`src/rtl/track_line_gen.sv`:
```
// Per-frame road scanline geometry generator: writes one 32-bit line word per row into the track line RAM.
// Optional TRACK_OVERRUN_CNT_EN adds a saturating count of frame_start pulses that arrive while busy.
module track_line_gen #(
  parameter int LINES      = 240,
  parameter int HALF_MIN   = 16,
  parameter int BUMP_MIN   = 4,
  parameter int STRIPE_BIT = 4,
  parameter int CENTER_X   = 320
) (
  input  logic        pixel_clk,
  input  logic        reset,
  input  logic        frame_start,
  input  logic [15:0] scroll_pos,
  input  logic [7:0]  curve,
  output logic        wr_en,
  output logic [8:0]  wr_addr,
  output logic [31:0] wr_data,
  output logic        busy,
  output logic        done
`ifdef TRACK_OVERRUN_CNT_EN
  ,
  output logic [7:0]  overrun_cnt
`endif
);

  typedef enum logic [2:0] {IDLE, INIT, CALC, WRITE, DONE} state_t;

  state_t             state_q, state_d;
  logic [8:0]         row_q, row_d;
  logic signed [16:0] centerFx_q, centerFx_d;
  logic signed [15:0] dx_q, dx_d;
  logic [15:0]        depth_q, depth_d;
  logic [15:0]        scroll_q, scroll_d;
  logic [7:0]         curve_q, curve_d;
  logic [31:0]        data_q, data_d;

  logic signed [11:0] cen, half, bumpW, roadL, bumpL, roadR;
  logic [15:0]        phase;
  logic signed [15:0] dxNew;
  logic signed [17:0] centerSum;
  logic [8:0]         rowsDone;

  // Edges are clamped to the visible 0..639 range rather than allowed to wrap.
  function automatic logic [9:0] clampEdge(input logic signed [11:0] x);
    if (x < 12'sd0)
      return 10'd0;
    else if (x > 12'sd639)
      return 10'd639;
    else
      return x[9:0];
  endfunction

  always_comb begin
    cen       = {centerFx_q[16], centerFx_q[16:6]};
    half      = 12'(HALF_MIN) + {3'b000, row_q};
    bumpW     = 12'(BUMP_MIN) + {6'b000000, row_q[8:3]};
    roadL     = cen - half;
    bumpL     = roadL - bumpW;
    roadR     = cen + half;
    phase     = scroll_q + depth_q;
    dxNew     = dx_q + {{8{curve_q[7]}}, curve_q};
    centerSum = {centerFx_q[16], centerFx_q} + {{2{dxNew[15]}}, dxNew};
    rowsDone  = 9'(LINES - 1) - row_q;
  end

  always_ff @(posedge pixel_clk or posedge reset) begin
    if (reset) begin
      state_q    <= IDLE;
      row_q      <= '0;
      centerFx_q <= '0;
      dx_q       <= '0;
      depth_q    <= '0;
      scroll_q   <= '0;
      curve_q    <= '0;
      data_q     <= '0;
    end else begin
      state_q    <= state_d;
      row_q      <= row_d;
      centerFx_q <= centerFx_d;
      dx_q       <= dx_d;
      depth_q    <= depth_d;
      scroll_q   <= scroll_d;
      curve_q    <= curve_d;
      data_q     <= data_d;
    end
  end

  always_comb begin
    state_d    = state_q;
    row_d      = row_q;
    centerFx_d = centerFx_q;
    dx_d       = dx_q;
    depth_d    = depth_q;
    scroll_d   = scroll_q;
    curve_d    = curve_q;
    data_d     = data_q;
    case (state_q)
      IDLE: begin
        if (frame_start) state_d = INIT;
      end
      INIT: begin
        scroll_d   = scroll_pos;
        curve_d    = curve;
        row_d      = 9'(LINES - 1);
        centerFx_d = 17'(CENTER_X * 64);
        dx_d       = '0;
        depth_d    = '0;
        state_d    = CALC;
      end
      CALC: begin
        data_d  = {phase[STRIPE_BIT], 1'b0, clampEdge(roadR), clampEdge(bumpL), clampEdge(roadL)};
        state_d = WRITE;
      end
      WRITE: begin
        // Curvature accumulates twice: curve into dx, then the new dx into the centre.
        dx_d = dxNew;
        if (centerSum > 18'sd65535)
          centerFx_d = 17'sd65535;
        else if (centerSum < -18'sd65536)
          centerFx_d = -17'sd65536;
        else
          centerFx_d = centerSum[16:0];
        depth_d = depth_q + {9'd0, rowsDone[8:2]};
        if (row_q == 9'd0) begin
          state_d = DONE;
        end else begin
          row_d   = row_q - 9'd1;
          state_d = CALC;
        end
      end
      DONE: begin
        state_d = IDLE;
      end
      default: state_d = IDLE;
    endcase
  end

  assign wr_en   = (state_q == WRITE);
  assign wr_addr = row_q;
  assign wr_data = data_q;
  assign busy    = (state_q != IDLE);
  assign done    = (state_q == DONE);

`ifdef TRACK_OVERRUN_CNT_EN
  logic [7:0] overrunCnt_q;

  always_ff @(posedge pixel_clk or posedge reset) begin
    if (reset)
      overrunCnt_q <= '0;
    else if (frame_start && busy && (overrunCnt_q != 8'hFF))
      overrunCnt_q <= overrunCnt_q + 8'd1;
  end

  assign overrun_cnt = overrunCnt_q;
`else
  // Without the counter, frame_start while busy is simply dropped.
`endif

endmodule
```
`config.mk`:
```
export PLATFORM = sky130hd
export DESIGN_NAME = track_line_gen
export DESIGN_NICKNAME = d
export VERILOG_FILES = /design/src/rtl/track_line_gen.sv
export SDC_FILE = /design/constraint.sdc
export NUM_CORES = 1
export LEC_CHECK = 0
export ABC_AREA = 1
export BUFFER_PORTS_ARGS = -buffer_cell sky130_fd_sc_hd__buf_4
export CAP_MARGIN = 20
export CORE_UTILIZATION = 46
export CTS_CLUSTER_SIZE = 8
export DETAILED_ROUTE_END_ITERATION = 8
export REMOVE_ABC_BUFFERS = 1
export SLEW_MARGIN = 20
export SYNTH_ARGS = -nofsm -noshare
export SYNTH_HDL_FRONTEND = slang
export SYNTH_SLANG_ARGS = --single-unit
export TNS_END_PERCENT = 30
```
`constraint.sdc`:
```
create_clock -name pixel_clk -period 9.3 [get_ports pixel_clk]
set_input_delay 0.465 -clock pixel_clk [delete_from_list [all_inputs] [get_ports pixel_clk]]
set_output_delay 0.465 -clock pixel_clk [all_outputs]
set_load 0.01 [all_outputs]
```
==> results of run 1 <==
-- flip-flops by register name (all words and copies together) (netlist names) --
register,count
depth_q,5
centerFx_q,17
curve_q,8
state_q,3
dx_q,16
scroll_q,5
wr_data,31
wr_addr,9
-- critical path: cells and delay by family, from the launching register on --
kind / cells / cell delay, ps
fa+ha+maj: 3 / 920
buf+inv: 3 / 210
compound gates: 5 / 930
flops: 1 / 360
xor+xnor: 1 / 200
simple gates: 9 / 1490
-- Yosys cell counts, drive strengths merged, types with 11 or more instances --
cell,instances
nor2,45
xor2,40
dfrtp,94
a21oi,59
nand2,319
clkbuf,12
nand4,12
ha,72
o21ai,40
a21o,11
inv,126
xnor2,13
nand3,83
-- stage by stage --
stage | utilization [%] | worst slack [ps]
after floorplan | - | 5800
after global placement | 51.9 | 5060
after detailed placement | 51.9 | 5040
after CTS | 53.9 | 5040
after global routing | 53.9 | 4580
final | 53.9 | 5060
-- cell type report --
cell class | instances | area (um2) | share of cell area (%)
clock buffer | 14 | 274 | 3.30
clock inverter | 2 | 38.8 | 0.468
inverter | 126 | 478 | 5.76
multi-input combinational | 754 | 4410 | 53.2
sequential | 94 | 2350 | 28.4
tap | 211 | 264 | 3.18
timing repair buffer | 63 | 473 | 5.70
-- per-layer routing --
| metal | track usage [%] | vias up |
|---|---|---|
| li1 | - | 3344 |
| met1 | 27.5 | 2897 |
| met5 | 0 | - |
| met3 | 4.22 | 21 |
| met2 | 43.9 | 91 |
| met4 | 5.54 | 0 |
-- worst min-delay path by stage --
stage / startpoint / end / cells after the start
after floorplan: scroll_q[0] / scroll_q[0] / 2
after global placement: wr_data[3] / wr_data[3] / 1
after detailed placement: scroll_q[0] / scroll_q[0] / 2
after CTS: reset / wr_data[12] / 2
after global routing: reset / wr_data[12] / 2
final: reset / wr_data[12] / 2
-- cell families after synthesis --
family                     count (synthesis)  share of synthesized area (%)
adders and majority gates                 78                           13.9
other                                      1                         0.0512
DFF                                       94                           32.1
and+or+nand+nor                          474                           27.5
xor gates and xnor gates                  53                           6.44
AOI/OAI and AO/OA                        148                           12.3
buffers and inverters                    145                           7.72
==> reports/results.tsv, run 1 <==
metric	value	unit
htreeDepth	3	
ant_nets	0	
fp-row-count	45	
drive_gt1_share	10.5	%
startpoint	dx_q[0]	
num-fill-cells	1569	
synth-edff-count	0	
finalMaxSlewViolations	0	
grt.overflow.total	0	
crit_chain	ha_1 -> inv_1 -> fa_1 -> inv_1 -> nand3_1 -> nand3_1 -> nand4_1 -> nand2_1 -> a21boi_0 -> o21ai_0 -> xor2_1 -> inv_1 -> ha_1 -> a21oi_1 -> o21ai_0 -> a21oi_1 -> nand4_1 -> nand2_1 -> nand3_1 -> nand3_1 -> nand3_1	
ys_types	46	
cts_resized	0	
cts_made_buffers	9	
die-area	16400	um2
core_area	15400	um2
worst-r2r-cell-count	21	
worstSetupStartpointType	register	
hold_path_class	in -> async	
crit_path_top_delay_cell	nand3_1	
async_reset_ff_share	100	%
final_area	8290	um2
cts_setup_buffers	0	
synthFlopType	dfrtp_1	
r2r_setup_slack	5060	ps
gp_congestion	0.879	
grt_pass1_vias	6184	
yosys.area.top_type	dfrtp_1	
setup_viol	0	
synth_area_per_cell	7.38	um2
crit_arrival	4460	ps
slowest_delay	490	ps
criticalPathCategory	reg -> reg	
period_share	45.6	%
skew	7.60	ps
finalNetCount	1153	
cp-end-kind	register	
netlist_top_cells_area	dfrtp_1, nand2_1, ha_1	
cts_root_buf	clkbuf_16	
max_slew.worst_pin.slew	823	ps
holdBufCountCts	0	
rsz0062_at_grt	false	
yosysTopAreaCellShare	32.1	%
drt_iter0_drc	297	
path_max_fanout	16	
drc	0	
final_common_cell	nand2_1	
r2r_end	centerFx_q[11]	
clock-sinks	94	
area_growth	13.2	%
m1WireLength	8.10	mm
die_h	128	um
endpoint	centerFx_q[11]	
finalWirelength	18.0	mm
hold_viol_final	0	
worstReg2RegStart	dx_q[0]	
antenna_found_initial	0	
slew_headroom	45.1	%
dr_wl_met3	484	um
insertion_delay	360	ps
tns	0	ps
dpl.cell_count	1248	
syn_inst	993	
vias	6353	
grtUsageTotal	23.4	%
fmax	236	MHz
met2_wirelength	9.17	mm
crit_top_cell	nand3_1	
antenna_cells	0	
clk_pin_slew	70	ps
layout.cells.non_filler	1264	
dr.pass1.iters	5	
synth-seq-cells	94	
die_w	128	um
dp_hpwl	13.7	mm
place_area	7980	um2
outcome	completed	
start_util	47.7	%
fin_crit	4240	ps
grt_pass1_wl	30.0	mm
crit_required	9510	ps
cts_tree	done	
vias_per_cell	5.03	
ios	71	
hold_ws	85.9	ps
port_buffers	58	
top_layer	met4	
clk_path_buf_depth	2	
grt_max_degree	65	
wire_per_inst	14.2	um
syn-cell-area	7330	um2
maxCapViolations	0	
ys_seq_area_share	32.1	%
final_cell_mix	nand2_1, inv_1, dfrtp_1	
yosysWarnings	0	
Power of run 1 is not shown: default switching activity piles up to over one toggle a cycle in this logic, so the estimate is an artifact.
==> run 2, diff against run 1 <==
- clock period: 9.3 -> 4.3 ns (I/O delays scaled with it)
==> run 2 against run 1 <==
- fmax is 9.8% higher
- hold slack worse by 110 ps
- clock-buffer cell count stayed put
- the flow now finishes with violations (negative hold slack)
- largest cell class unchanged
- clock skew is 5.8 ps higher
- global-route usage is 0.29 points higher
- cell count is 0.40% higher
- wire length is 2.6% higher
==> reports/results.tsv, run 2 (synthesis results as in run 1) <==
metric	value	unit
setup_viol	0	
worstReg2RegStart	wr_addr[4]	
max_slew.worst_pin.slew	972	ps
die_w	128	um
finalWirelength	18.4	mm
die-area	16400	um2
skew	13.4	ps
grt.overflow.total	0	
fmax	259	MHz
crit_arrival	4100	ps
final_cell_mix	nand2_1, inv_1, dfrtp_1	
clk_pin_slew	70	ps
start_util	47.7	%
maxCapViolations	0	
grtUsageTotal	23.7	%
period_share	89.8	%
hold_path_class	in -> async	
finalMaxSlewViolations	0	
dpl.cell_count	1253	
dp_hpwl	14.1	mm
die_h	128	um
antenna_found_initial	0	
drive_gt1_share	11.2	%
core_area	15400	um2
drt_iter0_drc	370	
ios	71	
rsz0062_at_grt	false	
criticalPathCategory	reg -> reg	
cts_setup_buffers	0	
antenna_cells	0	
failed_checks	negative hold slack	
largest_reg_flops	31	
grt_pass1_wl	30.4	mm
fin_crit	3860	ps
crit_required	4540	ps
worstSetupStartpointType	register	
cts_tree	done	
worst-r2r-cell-count	22	
grt_pass1_vias	6211	
outcome	finished, violations left	
finalNetCount	1158	
area_growth	13.7	%
vias_per_cell	5.09	
fp-row-count	45	
htreeDepth	3	
path_max_fanout	9	
clk_path_buf_depth	2	
r2r_end	wr_data[14]	
port_buffers	58	
hold_viol_final	43	
cts_root_buf	clkbuf_16	
vias	6455	
layout.cells.non_filler	1269	
r2r_setup_slack	440	ps
slew_headroom	35.1	%
final_common_cell	nand2_1	
cts_made_buffers	9	
wire_per_inst	14.5	um
gp_congestion	0.930	
drc	0	
grt_max_degree	58	
hold_ws	-20.6	ps
cp-end-kind	register	
tns	0	ps
dr.pass1.iters	5	
ant_nets	0	
clock-sinks	94	
insertion_delay	360	ps
run 2: worst max path at each step:
| stage | slack [ps] | end | startpoint |
|---|---|---|---|
| finish | 440 | wr_data[14] | wr_addr[4] |
| global route | 30 | wr_data[13] | wr_addr[4] |
| CTS | 280 | centerFx_q[6] | dx_q[0] |
| detailed placement | 310 | centerFx_q[6] | dx_q[0] |
| global placement | 310 | centerFx_q[6] | dx_q[0] |
| floorplan | 800 | centerFx_q[11] | dx_q[0] |
run 2: metrics by stage:
stage / util (%) / setup WS, ps / cell area [um2] / hold WS, ps
final: 54.2 / 438 / 8330 / -20.6
after CTS: 54.1 / 284 / 8310 / 8.20
after detailed placement: 52.2 / 305 / 8020 / 386
after floorplan: - / 798 / 7240 / 332
after global routing: 54.2 / 32.5 / 8330 / 44.4
after global placement: 52.2 / 310 / 8020 / 384
run 2: critical path, cell delays in order, from the launching register on:
cell and delay, ps:
dfrtp_1 520, inv_1 250, ha_1 390, ha_1 430, inv_2 120, a21oi_1 180
nand2_1 110, xor2_1 280, ha_1 340, nand2_1 100, inv_1 40, nand2_1 50
nand3_1 110, inv_1 130, nand3_2 100, nand2_1 70, nand2_1 100, nand2_2 100
nand2_4 70, nand2_4 80, nand2_1 60, nand2_1 70, nand2_1 50
run 2: final cells by class:
cell class / count / area (um2)
multi-input combinational: 754 / 4430
tap: 211 / 264
clock buffer: 14 / 284
fill: 1579 / 7040
timing repair buffer: 68 / 510
sequential: 94 / 2350
inverter: 126 / 478
clock inverter: 2 / 13.8
run 2: routing by layer:
metal	global-route usage (%)	wire [um]	part of all wire, %	vias to the layer above
li1	-	-	-	3340
met4	7.06	384	2.1	0
met3	4.17	606	3.3	28
met2	44.2	9550	52	118
met1	27.5	7900	43	2969
met5	0	0	0	-
run 2: what timing repair did:
action | in CTS | in global routing
resized for setup | 0 | 4
setup endpoints to repair | 0 | 14
hold buffers | 0 | 0
Power of run 2 is left out for the same reason.
